**config.mk**
```make
export PLATFORM = sky130hd
export DESIGN_NAME = pipe_hazard_tracker
export DESIGN_NICKNAME = d
export VERILOG_FILES = /design/src/rtl/pipe_hazard_tracker.sv
export SDC_FILE = /design/constraint.sdc
export NUM_CORES = 1
export LEC_CHECK = 0
export ABC_CLOCK_PERIOD_IN_PS = 5500
export CORE_ASPECT_RATIO = 0.75
export CORE_MARGIN = 3
export CORE_UTILIZATION = 45
export DETAILED_ROUTE_END_ITERATION = 16
export DONT_BUFFER_PORTS = 1
export PLACE_DENSITY = 0.61
export SYNTH_ARGS = -nofsm -noshare
export SYNTH_HDL_FRONTEND = slang
export SYNTH_SLANG_ARGS = --single-unit
export TNS_END_PERCENT = 100
```
**constraint.sdc**
```tcl
create_clock -name clk -period 5.5 [get_ports clk]
set_clock_uncertainty 0.2 [all_clocks]
set_input_delay 0.825 -clock clk [delete_from_list [all_inputs] [get_ports clk]]
set_output_delay 0.825 -clock clk [all_outputs]
set_load 0.02 [all_outputs]
```
**src/rtl/pipe_hazard_tracker.sv**
```systemverilog
// Tag pipeline for ID/EX, EX/MEM and MEM/WB feeding the forwarding unit, with
// load-use detection, memory-wait freeze and a saturating stall counter.
module pipe_hazard_tracker #(
   parameter int REG_W = 5,
   parameter int CNT_W = 16
) (
   input  logic             clk,
   input  logic             reset,
   input  logic             id_valid,
   input  logic [REG_W-1:0] id_rs,
   input  logic [REG_W-1:0] id_rt,
   input  logic             id_uses_rs,
   input  logic             id_uses_rt,
   input  logic [REG_W-1:0] id_dst,
   input  logic             id_reg_write,
   input  logic             id_mem_read,
   input  logic             flush,
   input  logic             mem_busy,
   output logic             hold_if_id,
   output logic [REG_W-1:0] IdExRs,
   output logic [REG_W-1:0] IdExRt,
   output logic [REG_W-1:0] IdExDst,
   output logic             IdExRegWrite,
   output logic             IdExMemRead,
   output logic [REG_W-1:0] ExMemDst,
   output logic [REG_W-1:0] MemWbDst,
   output logic             ExMemRegWrite,
   output logic             MemWbRegWrite,
   output logic [CNT_W-1:0] stall_count
);

   typedef struct packed {
      logic [REG_W-1:0] rs;
      logic [REG_W-1:0] rt;
      logic [REG_W-1:0] dst;
      logic             rw;
      logic             mr;
   } idex_t;

   typedef struct packed {
      logic [REG_W-1:0] dst;
      logic             rw;
   } wr_t;

   idex_t            idex_q, idex_d, id_entry;
   wr_t              exmem_q, exmem_d, memwb_q, memwb_d;
   logic [CNT_W-1:0] cnt_q, cnt_d;
   logic             load_use, hold;

   always_comb begin
      id_entry     = '0;
      id_entry.rs  = id_rs;
      id_entry.rt  = id_rt;
      id_entry.dst = id_dst;
      // Writes to $0 are architecturally discarded, so they never act as producers.
      id_entry.rw  = id_valid & id_reg_write & (id_dst != '0);
      id_entry.mr  = id_valid & id_mem_read & (id_dst != '0);

      load_use = id_valid & idex_q.mr & idex_q.rw &
                 ((id_uses_rs & (id_rs == idex_q.dst)) |
                  (id_uses_rt & (id_rt == idex_q.dst)));

      // Gated by reset so the front end is never told to hold while cleared.
      hold = ~reset & (mem_busy | (load_use & ~flush));

      idex_d  = idex_q;
      exmem_d = exmem_q;
      memwb_d = memwb_q;
      if (!mem_busy) begin
         idex_d      = (flush | load_use) ? idex_t'('0) : id_entry;
         exmem_d.dst = idex_q.dst;
         exmem_d.rw  = idex_q.rw;
         memwb_d     = exmem_q;
      end

      cnt_d = cnt_q;
      if (hold && (cnt_q != '1)) cnt_d = cnt_q + CNT_W'(1);
   end

   always_ff @(posedge clk or posedge reset) begin
      if (reset) begin
         idex_q  <= '0;
         exmem_q <= '0;
         memwb_q <= '0;
         cnt_q   <= '0;
      end else begin
         idex_q  <= idex_d;
         exmem_q <= exmem_d;
         memwb_q <= memwb_d;
         cnt_q   <= cnt_d;
      end
   end

   assign hold_if_id    = hold;
   assign IdExRs        = idex_q.rs;
   assign IdExRt        = idex_q.rt;
   assign IdExDst       = idex_q.dst;
   assign IdExRegWrite  = idex_q.rw;
   assign IdExMemRead   = idex_q.mr;
   assign ExMemDst      = exmem_q.dst;
   assign ExMemRegWrite = exmem_q.rw;
   assign MemWbDst      = memwb_q.dst;
   assign MemWbRegWrite = memwb_q.rw;
   assign stall_count   = cnt_q;

endmodule

```
==> results of run 1 <==
## routing by layer
layer / up-vias / global-route usage, % / wire (um) / share of wire, %
li1: 658 / - / - / -
met4: 0 / 5.14 / 30 / 0.64
met1: 749 / 23.7 / 2150 / 46
met5: - / 0 / 0 / 0
met3: 6 / 8.40 / 450 / 9.6
met2: 55 / 26.5 / 2050 / 44
## sequential cells by signal (all words and copies together) (netlist names)
register       cells
stall_count       16
MemWbRegWrite      1
IdExRs             5
IdExRt             5
MemWbDst           5
IdExRegWrite       1
IdExMemRead        1
IdExDst            5
ExMemDst           5
ExMemRegWrite      1
## synthesized netlist by cell type (3+ instances only)
| cell | instances |
|---|---|
| sky130_fd_sc_hd__nand3_1 | 6 |
| sky130_fd_sc_hd__mux2_1 | 3 |
| sky130_fd_sc_hd__inv_1 | 4 |
| sky130_fd_sc_hd__xnor2_1 | 5 |
| sky130_fd_sc_hd__a22o_1 | 15 |
| sky130_fd_sc_hd__nand2_1 | 9 |
| sky130_fd_sc_hd__nor2_1 | 7 |
| sky130_fd_sc_hd__mux2_2 | 12 |
| sky130_fd_sc_hd__xor2_1 | 10 |
| sky130_fd_sc_hd__a21oi_1 | 6 |
| sky130_fd_sc_hd__nand4_1 | 3 |
| sky130_fd_sc_hd__and3_1 | 4 |
| sky130_fd_sc_hd__dfrtp_1 | 45 |
| sky130_fd_sc_hd__clkbuf_1 | 5 |
| sky130_fd_sc_hd__a41oi_1 | 3 |
| sky130_fd_sc_hd__nor4_1 | 5 |
## power groups by stage
stage | clock network (mW) | registers, mW | logic, mW
finish | 0.198 | 0.473 | 0.0846
global route | 0.223 | 0.481 | 0.0982
CTS | 0.206 | 0.474 | 0.0864
detailed placement | 0 | 0.481 | 0.0862
global placement | 0 | 0.477 | 0.0837
floorplan | 0 | 0.463 | 0.0776
## final cells by class
type | count | share of cell area (%)
Clock buffer | 6 | 3.24
Clock inverter | 2 | 0.671
Multi-Input combinational cell | 118 | 41.7
Sequential cell | 45 | 50.3
Inverter | 4 | 0.671
Tap cell | 55 | 3.08
Timing Repair Buffer | 1 | 0.336
## through the flow
stage | power [mW] | setup slack (ns) | instance area, um^2
floorplan | 0.541 | 2.22 | 2110
global placement | 0.561 | 1.94 | 2150
detailed placement | 0.567 | 1.85 | 2150
CTS | 0.767 | 1.77 | 2240
global route | 0.803 | 1.58 | 2240
finish | 0.755 | 1.75 | 2240
## path summary, 6_finish.rpt
kind                                        start                         end  cells after the start  slack [ns]
max                        IdExDst[0]$_DFFE_PP0N_                  hold_if_id                      5        1.75
min                                         reset  stall_count[8]$_DFFE_PP0P_                      2        0.38
max reg2reg                IdExDst[0]$_DFFE_PP0N_  stall_count[1]$_DFFE_PP0P_                      6        2.51
min reg2reg                 IdExRs[4]$_DFFE_PP0N_       IdExRs[4]$_DFFE_PP0N_                      1        0.47
max in group asynchronous                   reset     MemWbDst[0]$_DFFE_PP0N_                      2        4.32
min in group clk                        id_dst[0]      IdExDst[0]$_DFFE_PP0N_                      1        0.46
## kinds of logic after synthesis
group,after synthesis,synth area share (%)
xor gates and xnor gates,15,6.23
adders and majority gates,1,0.593
AOI/OAI and AO/OA,34,13.3
DFF,45,53.4
muxes,17,8.96
and+or+nand+nor,51,15.1
buffers and inverters,11,2.37
==> impl_metrics.csv, run 1 <==
group,metric,value,unit
final_layout,final-seq-area,1130,um^2
job,maxCapViolations,0,
clock_network,max-clock-path-buffers,2,
die,fp.coreArea,4280,um^2
final_layout,layout-drive-gt1-share,15.3,%
timing,totalNegativeSetupSlack,0,ns
place,numPlacedInstances,223,
global_route,grt_max_degree,50,
yosys,yosys_most_used_dff,"sky130_fd_sc_hd__dfrtp_1",
power_and_ir_drop,pwr_density_cell,338,nW/um^2
detailed_routing,routedWlPerCell,20.3,um
die,horizontal_extent_of_the_die,85.0,um
global_route,grt_usage,18.0,%
timing,drv_slew,0,
worst_setup_path,worst_ep_arrival_time,2.72,ns
worst_setup_path,worst-path-max-fanout,18,
power_and_ir_drop,switchingPower,0.249,mW
final_layout,syn_to_final_growth,6.11,%
power_and_ir_drop,seq_power_share,62.6,%
clock_network,cts.root.buffer_cell,"sky130_fd_sc_hd__clkbuf_8",
final_layout,finalNetCount,200,
yosys,synthesis.area_per_instance,12.1,um^2
timing,final_hold_viol_count,0,
timing,rsz_0062_raised_after_global_routing,"false",
final_layout,finalCoreUtilization,52.3,%
die,boundaryPins,70,
place,place_congestion,0.821,
power_and_ir_drop,sw_frac_of_total,33.0,%
clock_network,clk_pin_slew_worst_paths,0.08,ns
place,place.port_buffers,0,
final_layout,filler_cell_count,375,
worst_setup_path,worst-path-buf-inv,0,
power_and_ir_drop,vdd_drop_max,0.000164,V
die,initial_core_util,49.3,%
power_and_ir_drop,part_of_the_power_in_the_clock_network,26.2,%
global_route,grt_antenna_before_repair,0,
worst_setup_path,cell_class_contributing_the_biggest_share_of_worst_path_delay,"compound AO/OA/AOI/OAI gates",
yosys,synth-async-reset-ratio,100,%
yosys,count_of_different_cell_masters_after_synthesis,42,
detailed_routing,drt-pass1-iter-count,4,
status,outcome,"completed",
yosys,synth_enable_flop_cells,0,
detailed_routing,drt_wl_total,4680,um
clock_network,cts_tree,"built",
detailed_routing,antenna_violating_nets_post_route,0,
detailed_routing,drt_drc_violations_left,0,
worst_setup_path,worst_path_max_delay_cell,"sky130_fd_sc_hd__o31ai_4",
place,detailedPlacementHpwl,3450,um
worst_setup_path,crit_chain,"xor2_1 > nor4_1 > a32oi_1 > o31ai_4 > and2_1",
worst_setup_path,worst_setup_path_end_kind,"output pin",
detailed_routing,number_of_drc_markers_after_the_initial_detailed_route_iteration,102,
yosys,yosys.area.top_type,"sky130_fd_sc_hd__dfrtp_1",
worst_setup_path,cp.required,4.47,ns
final_layout,antenna_diode_count,0,
global_route,grt_pass1_wl,7960,um
final_layout,area_of_the_multi_input_gates,932,um^2
power_and_ir_drop,share_comb_of_total_power,11.2,%
yosys,postSynthCellCount,174,
clock_network,postCtsSetupRepairBufs,0,
timing,slew_headroom,46.4,%
timing,max_clock_freq,267,MHz
timing,period_share,68.1,%
final_layout,instances_no_fill,231,
clock_network,h-tree-depth,2,
final_layout,mostFrequentLayoutCells,"sky130_fd_sc_hd__dfrtp_1, sky130_fd_sc_hd__a22o_1, sky130_fd_sc_hd__mux2_2",
yosys,synthTopCellsByArea,"sky130_fd_sc_hd__dfrtp_1, sky130_fd_sc_hd__mux2_2, sky130_fd_sc_hd__a22o_1",
detailed_routing,vias_per_cell,6.35,
power_and_ir_drop,total_leakage_power,0.977,nW
yosys,synth-seq-area-share,53.4,%
clock_network,clock-sinks,45,
yosys,mappedNetlistNets,199,
timing,final.min_clock_period,3.75,ns
global_route,global_route.overflow_total,0,
die,die_height,65.3,um
yosys,yosysTopAreaCellShare,53.4,%
final_layout,leading_cell_type_in_the_layout_fill_and_taps_excluded,"sky130_fd_sc_hd__dfrtp_1",
power_and_ir_drop,internal_power,0.506,mW
die,std_cell_rows,20,
clock_network,cts_resized,0,
worst_setup_path,critical_path_class,"flop to output pin",
worst_setup_path,cp_slowest_stage_delay,0.73,ns
detailed_routing,routed-via-count,1468,
yosys,netlist_area,2110,um^2
timing,setup_viol,0,
clock_network,cts_hold_buf,0,
worst_setup_path,worst_setup_path_start_kind,"flop",
timing,worstMarginPinSlew,0.803,ns
clock_network,clk_latency,0.29,ns
global_route,number_of_global_route_vias_before_repair,1513,
die,fp.dieArea,5550,um^2
yosys,yosys_register_bits,45,
timing,worst_hold_slack,0.384,ns
min_path,worstHoldPathType,"primary input to asynchronous set/reset pin",
yosys,synth.yosys.warnings,0,
clock_network,tritoncts.num_buffers,5,
(Power assumes the default switching activity.)
==> run 2, diff against run 1 <==
--- a/config.mk
+++ b/config.mk
@@ -5,13 +5,13 @@
 export SDC_FILE = /design/constraint.sdc
 export NUM_CORES = 1
 export LEC_CHECK = 0
-export ABC_CLOCK_PERIOD_IN_PS = 5500
+export ABC_CLOCK_PERIOD_IN_PS = 3420
 export CORE_ASPECT_RATIO = 0.75
 export CORE_MARGIN = 3
 export CORE_UTILIZATION = 45
 export DETAILED_ROUTE_END_ITERATION = 16
 export DONT_BUFFER_PORTS = 1
-export PLACE_DENSITY = 0.61
+export PLACE_DENSITY = 0.63
 export SYNTH_ARGS = -nofsm -noshare
 export SYNTH_HDL_FRONTEND = slang
 export SYNTH_SLANG_ARGS = --single-unit
==> constraint.sdc (replaced) <==
create_clock -name clk -period 3.42 [get_ports clk]
set_clock_uncertainty 0.2 [all_clocks]
set_input_delay 0.513 -clock clk [delete_from_list [all_inputs] [get_ports clk]]
set_output_delay 0.513 -clock clk [all_outputs]
set_load 0.02 [all_outputs]
==> impl_metrics.csv, run 2 (synthesis results as in run 1) <==
group,metric,value,unit
global_route,global_route.overflow_total,0,
timing,worstMarginPinSlew,0.703,ns
clock_network,clk_pin_slew_worst_paths,0.08,ns
global_route,grt_max_degree,32,
detailed_routing,routedWlPerCell,21.0,um
job,maxCapViolations,0,
global_route,grt_antenna_before_repair,0,
worst_setup_path,worst_ep_arrival_time,2.14,ns
global_route,grt_usage,18.6,%
power_and_ir_drop,total_leakage_power,1.01,nW
clock_network,max-clock-path-buffers,2,
place,detailedPlace.worstSlack,0.791,ns
final_layout,final_area,2290,um^2
final_layout,instances_no_fill,233,
timing,final.min_clock_period,2.85,ns
die,initial_core_util,49.3,%
die,horizontal_extent_of_the_die,85.0,um
die,boundaryPins,70,
detailed_routing,vias_per_cell,6.08,
worst_setup_path,critical_path_class,"flop to output pin",
worst_setup_path,worst_setup_path_start_kind,"flop",
place,detailedPlacementHpwl,3540,um
final_layout,leading_cell_type_in_the_layout_fill_and_taps_excluded,"sky130_fd_sc_hd__dfrtp_1",
die,std_cell_rows,20,
clock_network,cts_tree,"built",
detailed_routing,number_of_drc_markers_after_the_initial_detailed_route_iteration,126,
clock_network,cts_resized,0,
final_layout,antenna_diode_count,0,
clock_network,cts.root.buffer_cell,"sky130_fd_sc_hd__clkbuf_8",
timing,rsz_0062_raised_after_global_routing,"false",
timing,drv_slew,0,
clock_network,postCtsSetupRepairBufs,0,
timing,period_share,83.4,%
final_layout,finalNetCount,202,
timing,final_hold_viol_count,0,
global_route,grt_pass1_wl,8140,um
worst_setup_path,worst-path-max-fanout,5,
final_layout,largest_register_ffs,16,
place,numPlacedInstances,224,
die,die_height,65.3,um
timing,max_clock_freq,351,MHz
final_layout,mostFrequentLayoutCells,"sky130_fd_sc_hd__dfrtp_1, sky130_fd_sc_hd__a22o_1, sky130_fd_sc_hd__mux2_2",
global_route,number_of_global_route_vias_before_repair,1511,
worst_setup_path,cp.required,2.71,ns
min_path,worstHoldPathType,"primary input to flop",
clock_network,clock-sinks,45,
die,fp.coreArea,4280,um^2
clock_network,h-tree-depth,2,
power_and_ir_drop,vdd_drop_max,0.000267,V
timing,totalNegativeSetupSlack,0,ns
detailed_routing,antenna_violating_nets_post_route,0,
final_layout,layout-drive-gt1-share,16.3,%
final_layout,filler_cell_count,364,
clock_network,tritoncts.num_buffers,5,
detailed_routing,drt_drc_violations_left,0,
detailed_routing,drt_wl_total,4890,um
timing,setup_viol,0,
timing,slew_headroom,53.0,%
final_layout,finalCoreUtilization,53.5,%
detailed_routing,routed-via-count,1417,
status,outcome,"completed",
place,placed_cell_area,2160,um^2
power_and_ir_drop,pwr_density_cell,578,nW/um^2
clock_network,clk_latency,0.30,ns
place,place_congestion,0.840,
place,place.port_buffers,0,
die,fp.dieArea,5550,um^2
timing,finalWorstSetupSlack,0.568,ns
worst_setup_path,worst_setup_path_end_kind,"output pin",
final_layout,syn_to_final_growth,8.49,%
detailed_routing,drt-pass1-iter-count,4,
run 2: changes by cell type in the layout (fill, tap and decap cells not counted):
cell	change
sky130_fd_sc_hd__buf_4	+1
sky130_fd_sc_hd__bufinv_16	+1
sky130_fd_sc_hd__clkbuf_1	-1
sky130_fd_sc_hd__clkbuf_8	+1
sky130_fd_sc_hd__clkinvlp_4	-1
sky130_fd_sc_hd__dlygate4sd3_1	+1
run 2: cell type report:
cell class | count | area, um^2 | share of cell area, %
Sequential cell | 45 | 1130 | 49.2
Multi-Input combinational cell | 118 | 932 | 40.8
Clock buffer | 6 | 82.6 | 3.61
Tap cell | 55 | 68.8 | 3.01
Clock inverter | 2 | 37.5 | 1.64
Timing Repair Buffer | 3 | 25.0 | 1.09
Inverter | 4 | 15.0 | 0.656
run 2: final timing paths:
| path | start | endpoint | slack (ns) | cells after the start |
|---|---|---|---|---|
| setup / recovery | IdExDst[4]$_DFFE_PP0N_ | hold_if_id | 0.57 | 5 |
| hold / removal | id_dst[0] | IdExDst[0]$_DFFE_PP0N_ | 0.14 | 1 |
| setup reg to reg | IdExDst[4]$_DFFE_PP0N_ | stall_count[1]$_DFFE_PP0P_ | 0.79 | 7 |
| hold reg to reg | IdExRs[3]$_DFFE_PP0N_ | IdExRs[3]$_DFFE_PP0N_ | 0.46 | 1 |
| max in group asynchronous | reset | IdExDst[3]$_DFFE_PP0N_ | 1.76 | 3 |
| min in group asynchronous | reset | stall_count[8]$_DFFE_PP0P_ | 0.54 | 2 |
run 2: per-stage QoR:
stage                     hold slack [ns]  total power, mW
after floorplan                     0.409            0.869
after global placement              0.239            0.903
after detailed placement            0.255            0.915
after CTS                           0.133             1.33
after global routing                0.120             1.39
final                               0.142             1.32
run 2: routing by layer:
layer | part of all wire [%] | track usage, % | vias up
met4 | 1.3 | 6.72 | 0
met5 | 0 | 0 | -
met3 | 9.8 | 8.27 | 9
li1 | - | - | 659
met2 | 42 | 26.5 | 59
met1 | 47 | 24.8 | 690
run 2: power breakdown:
group          total (mW)  leakage (nW)  internal [mW]  switching, mW
clock network       0.421        0.0574          0.238          0.184
registers           0.758         0.580          0.596          0.162
logic               0.144         0.369         0.0761         0.0677
total                1.32          1.01          0.909          0.413
run 2: critical path, cell delays in order, from the launching register on:
cell and delay, ns:
sky130_fd_sc_hd__dfrtp_1 0.52, sky130_fd_sc_hd__xor2_1 0.21, sky130_fd_sc_hd__nor4_1 0.29, sky130_fd_sc_hd__a32oi_1 0.21, sky130_fd_sc_hd__o31ai_4 0.25, sky130_fd_sc_hd__and2_1 0.36
run 2: timing repair:
item                       in CTS  in global routing
hold buffers                    1                  0
hold endpoints to repair       19                  0
setup endpoints to repair       0                  0
==> run 3, diff against run 2 <==
--- a/config.mk
+++ b/config.mk
@@ -5,7 +5,7 @@
 export SDC_FILE = /design/constraint.sdc
 export NUM_CORES = 1
 export LEC_CHECK = 0
-export ABC_CLOCK_PERIOD_IN_PS = 3420
+export ABC_CLOCK_PERIOD_IN_PS = 2400
 export CORE_ASPECT_RATIO = 0.75
 export CORE_MARGIN = 3
 export CORE_UTILIZATION = 45
==> constraint.sdc (replaced) <==
create_clock -name clk -period 2.4 [get_ports clk]
set_clock_uncertainty 0.2 [all_clocks]
set_input_delay 0.36 -clock clk [delete_from_list [all_inputs] [get_ports clk]]
set_output_delay 0.36 -clock clk [all_outputs]
set_load 0.02 [all_outputs]
==> impl_metrics.csv, run 3 (synthesis results as in run 1) <==
group,metric,value,unit
global_route,grt_pass1_wl,8540,um
status,outcome,"complete, but fails checks",
timing,final_hold_viol_count,0,
detailed_routing,routedWlPerCell,20.2,um
die,fp.coreArea,4280,um^2
die,boundaryPins,70,
clock_network,tritoncts.num_buffers,5,
final_layout,antenna_diode_count,0,
detailed_routing,antenna_violating_nets_post_route,0,
place,place_congestion,0.820,
status,violations,"setup timing",
die,horizontal_extent_of_the_die,85.0,um
clock_network,cts.root.buffer_cell,"sky130_fd_sc_hd__clkbuf_8",
timing,totalNegativeSetupSlack,-0.326,ns
clock_network,clk_latency,0.29,ns
job,maxCapViolations,0,
timing,drv_slew,0,
final_layout,layout-drive-gt1-share,23.2,%
final_layout,largest_register_ffs,16,
clock_network,cts_tree,"built",
detailed_routing,routed-via-count,1606,
timing,worst_hold_slack,0.00790,ns
detailed_routing,drt-pass1-iter-count,4,
place,detailedPlacementHpwl,3750,um
power_and_ir_drop,vdd_drop_max,0.000547,V
clock_network,clk_pin_slew_worst_paths,0.09,ns
timing,slew_headroom,66.5,%
global_route,global_route.overflow_total,0,
die,initial_core_util,49.3,%
global_route,grt_antenna_before_repair,0,
worst_setup_path,worst-path-max-fanout,4,
timing,rsz_0062_raised_after_global_routing,"true",
global_route,number_of_global_route_vias_before_repair,1635,
global_route,grt_usage,19.5,%
detailed_routing,drt_drc_violations_left,0,
die,fp.dieArea,5550,um^2
timing,worstMarginPinSlew,0.502,ns
clock_network,max-clock-path-buffers,2,
timing,setup_viol,4,
final_layout,leading_cell_type_in_the_layout_fill_and_taps_excluded,"sky130_fd_sc_hd__dfrtp_1",
min_path,worstHoldPathType,"primary input to flop",
final_layout,syn_to_final_growth,23.4,%
timing,final.min_clock_period,2.53,ns
place,place.port_buffers,0,
detailed_routing,vias_per_cell,6.04,
clock_network,clock-sinks,45,
worst_setup_path,worst_ep_arrival_time,1.97,ns
worst_setup_path,cp.required,1.84,ns
final_layout,finalNetCount,235,
worst_setup_path,critical_path_class,"flop to output pin",
die,die_height,65.3,um
worst_setup_path,worst_setup_path_end_kind,"output pin",
timing,period_share,105,%
clock_network,h-tree-depth,2,
detailed_routing,drt_wl_total,5380,um
global_route,grt_max_degree,31,
timing,finalWorstSetupSlack,-0.128,ns
final_layout,filler_cell_count,335,
die,std_cell_rows,20,
worst_setup_path,worst_setup_path_start_kind,"flop",
detailed_routing,number_of_drc_markers_after_the_initial_detailed_route_iteration,105,
place,numPlacedInstances,237,
power_and_ir_drop,pwr_density_cell,753,nW/um^2
timing,max_clock_freq,396,MHz
final_layout,mostFrequentLayoutCells,"sky130_fd_sc_hd__dfrtp_1, sky130_fd_sc_hd__dlygate4sd3_1, sky130_fd_sc_hd__buf_4",
place,detailedPlace.worstSlack,0.0162,ns
power_and_ir_drop,total_leakage_power,1.16,nW
final_layout,instances_no_fill,266,
[run 3: cell count changes in the layout (fill, tap and decap cells not counted)]
cell,change
sky130_fd_sc_hd__dlygate4sd3_1,+16
sky130_fd_sc_hd__buf_4,+15
sky130_fd_sc_hd__buf_6,+2
sky130_fd_sc_hd__a32oi_1,-1
sky130_fd_sc_hd__a32oi_2,+1
sky130_fd_sc_hd__and2_1,-1
sky130_fd_sc_hd__and2_4,+1
sky130_fd_sc_hd__clkinvlp_4,+1
sky130_fd_sc_hd__inv_2,-1
sky130_fd_sc_hd__nor4_1,-1
sky130_fd_sc_hd__nor4_2,+1
[run 3: path summary, 6_finish.rpt]
path | startpoint | to | slack (ns) | cells after the start
max in group asynchronous | reset | ExMemDst[2]$_DFFE_PP0N_ | 1.10 | 3
min in group asynchronous | reset | stall_count[6]$_DFFE_PP0P_ | 0.31 | 2
worst min register to register | stall_count[1]$_DFFE_PP0P_ | stall_count[1]$_DFFE_PP0P_ | 0.43 | 2
worst max-delay path | IdExDst[3]$_DFFE_PP0N_ | hold_if_id | -0.13 | 6
worst max register to register | IdExDst[3]$_DFFE_PP0N_ | stall_count[1]$_DFFE_PP0P_ | -0.10 | 8
worst min-delay path | mem_busy | IdExRs[3]$_DFFE_PP0N_ | 0.008 | 1
[run 3: critical path: stages, from the launching register on]
cell and delay, ns:
sky130_fd_sc_hd__dfrtp_1 0.43, sky130_fd_sc_hd__xor2_1 0.18, sky130_fd_sc_hd__nor4_1 0.31, sky130_fd_sc_hd__a32oi_2 0.19
sky130_fd_sc_hd__o31ai_4 0.25, sky130_fd_sc_hd__buf_6 0.13, sky130_fd_sc_hd__and2_4 0.19
[run 3: layer usage]
layer	up-vias	wire length, um	track usage [%]
li1	726	-	-
met1	817	2270	24.9
met2	61	2600	31.9
met3	2	495	7.77
met4	0	18	3.36
met5	-	0	0
[run 3: power by group]
group          total [mW]  switching (mW)  internal, mW
combinational       0.347           0.178         0.169
clock               0.587           0.248         0.338
sequential           1.03           0.176         0.850
total                1.96           0.602          1.36
[run 3: area by class of cell]
| cell class | count | area, um^2 | share of cell area (%) |
|---|---|---|---|
| flip-flops and latches | 45 | 1130 | 43.3 |
| clock inverters | 2 | 37.5 | 1.44 |
| inverters | 4 | 18.8 | 0.721 |
| repair buffers | 36 | 320 | 12.3 |
| multi-input cells | 118 | 948 | 36.4 |
| clock buffers | 6 | 82.6 | 3.17 |
| well taps | 55 | 68.8 | 2.64 |
[run 3: through the flow]
stage,utilization (%),power [mW],area [um^2]
after floorplan,-,1.24,2110
after global placement,52.8,1.33,2260
after detailed placement,52.8,1.35,2260
after CTS,59.5,1.97,2540
after global routing,60.8,2.06,2600
final,60.8,1.96,2600
[run 3: repair_timing]
item | in CTS | in global routing
hold endpoints to repair | 30 | 2
resized for setup | 3 | 3
buffers inserted | 4 | 0
cloned | 0 | 0
hold buffers | 13 | 4
setup endpoints to repair | 1 | 14
pin swaps | 2 | 1
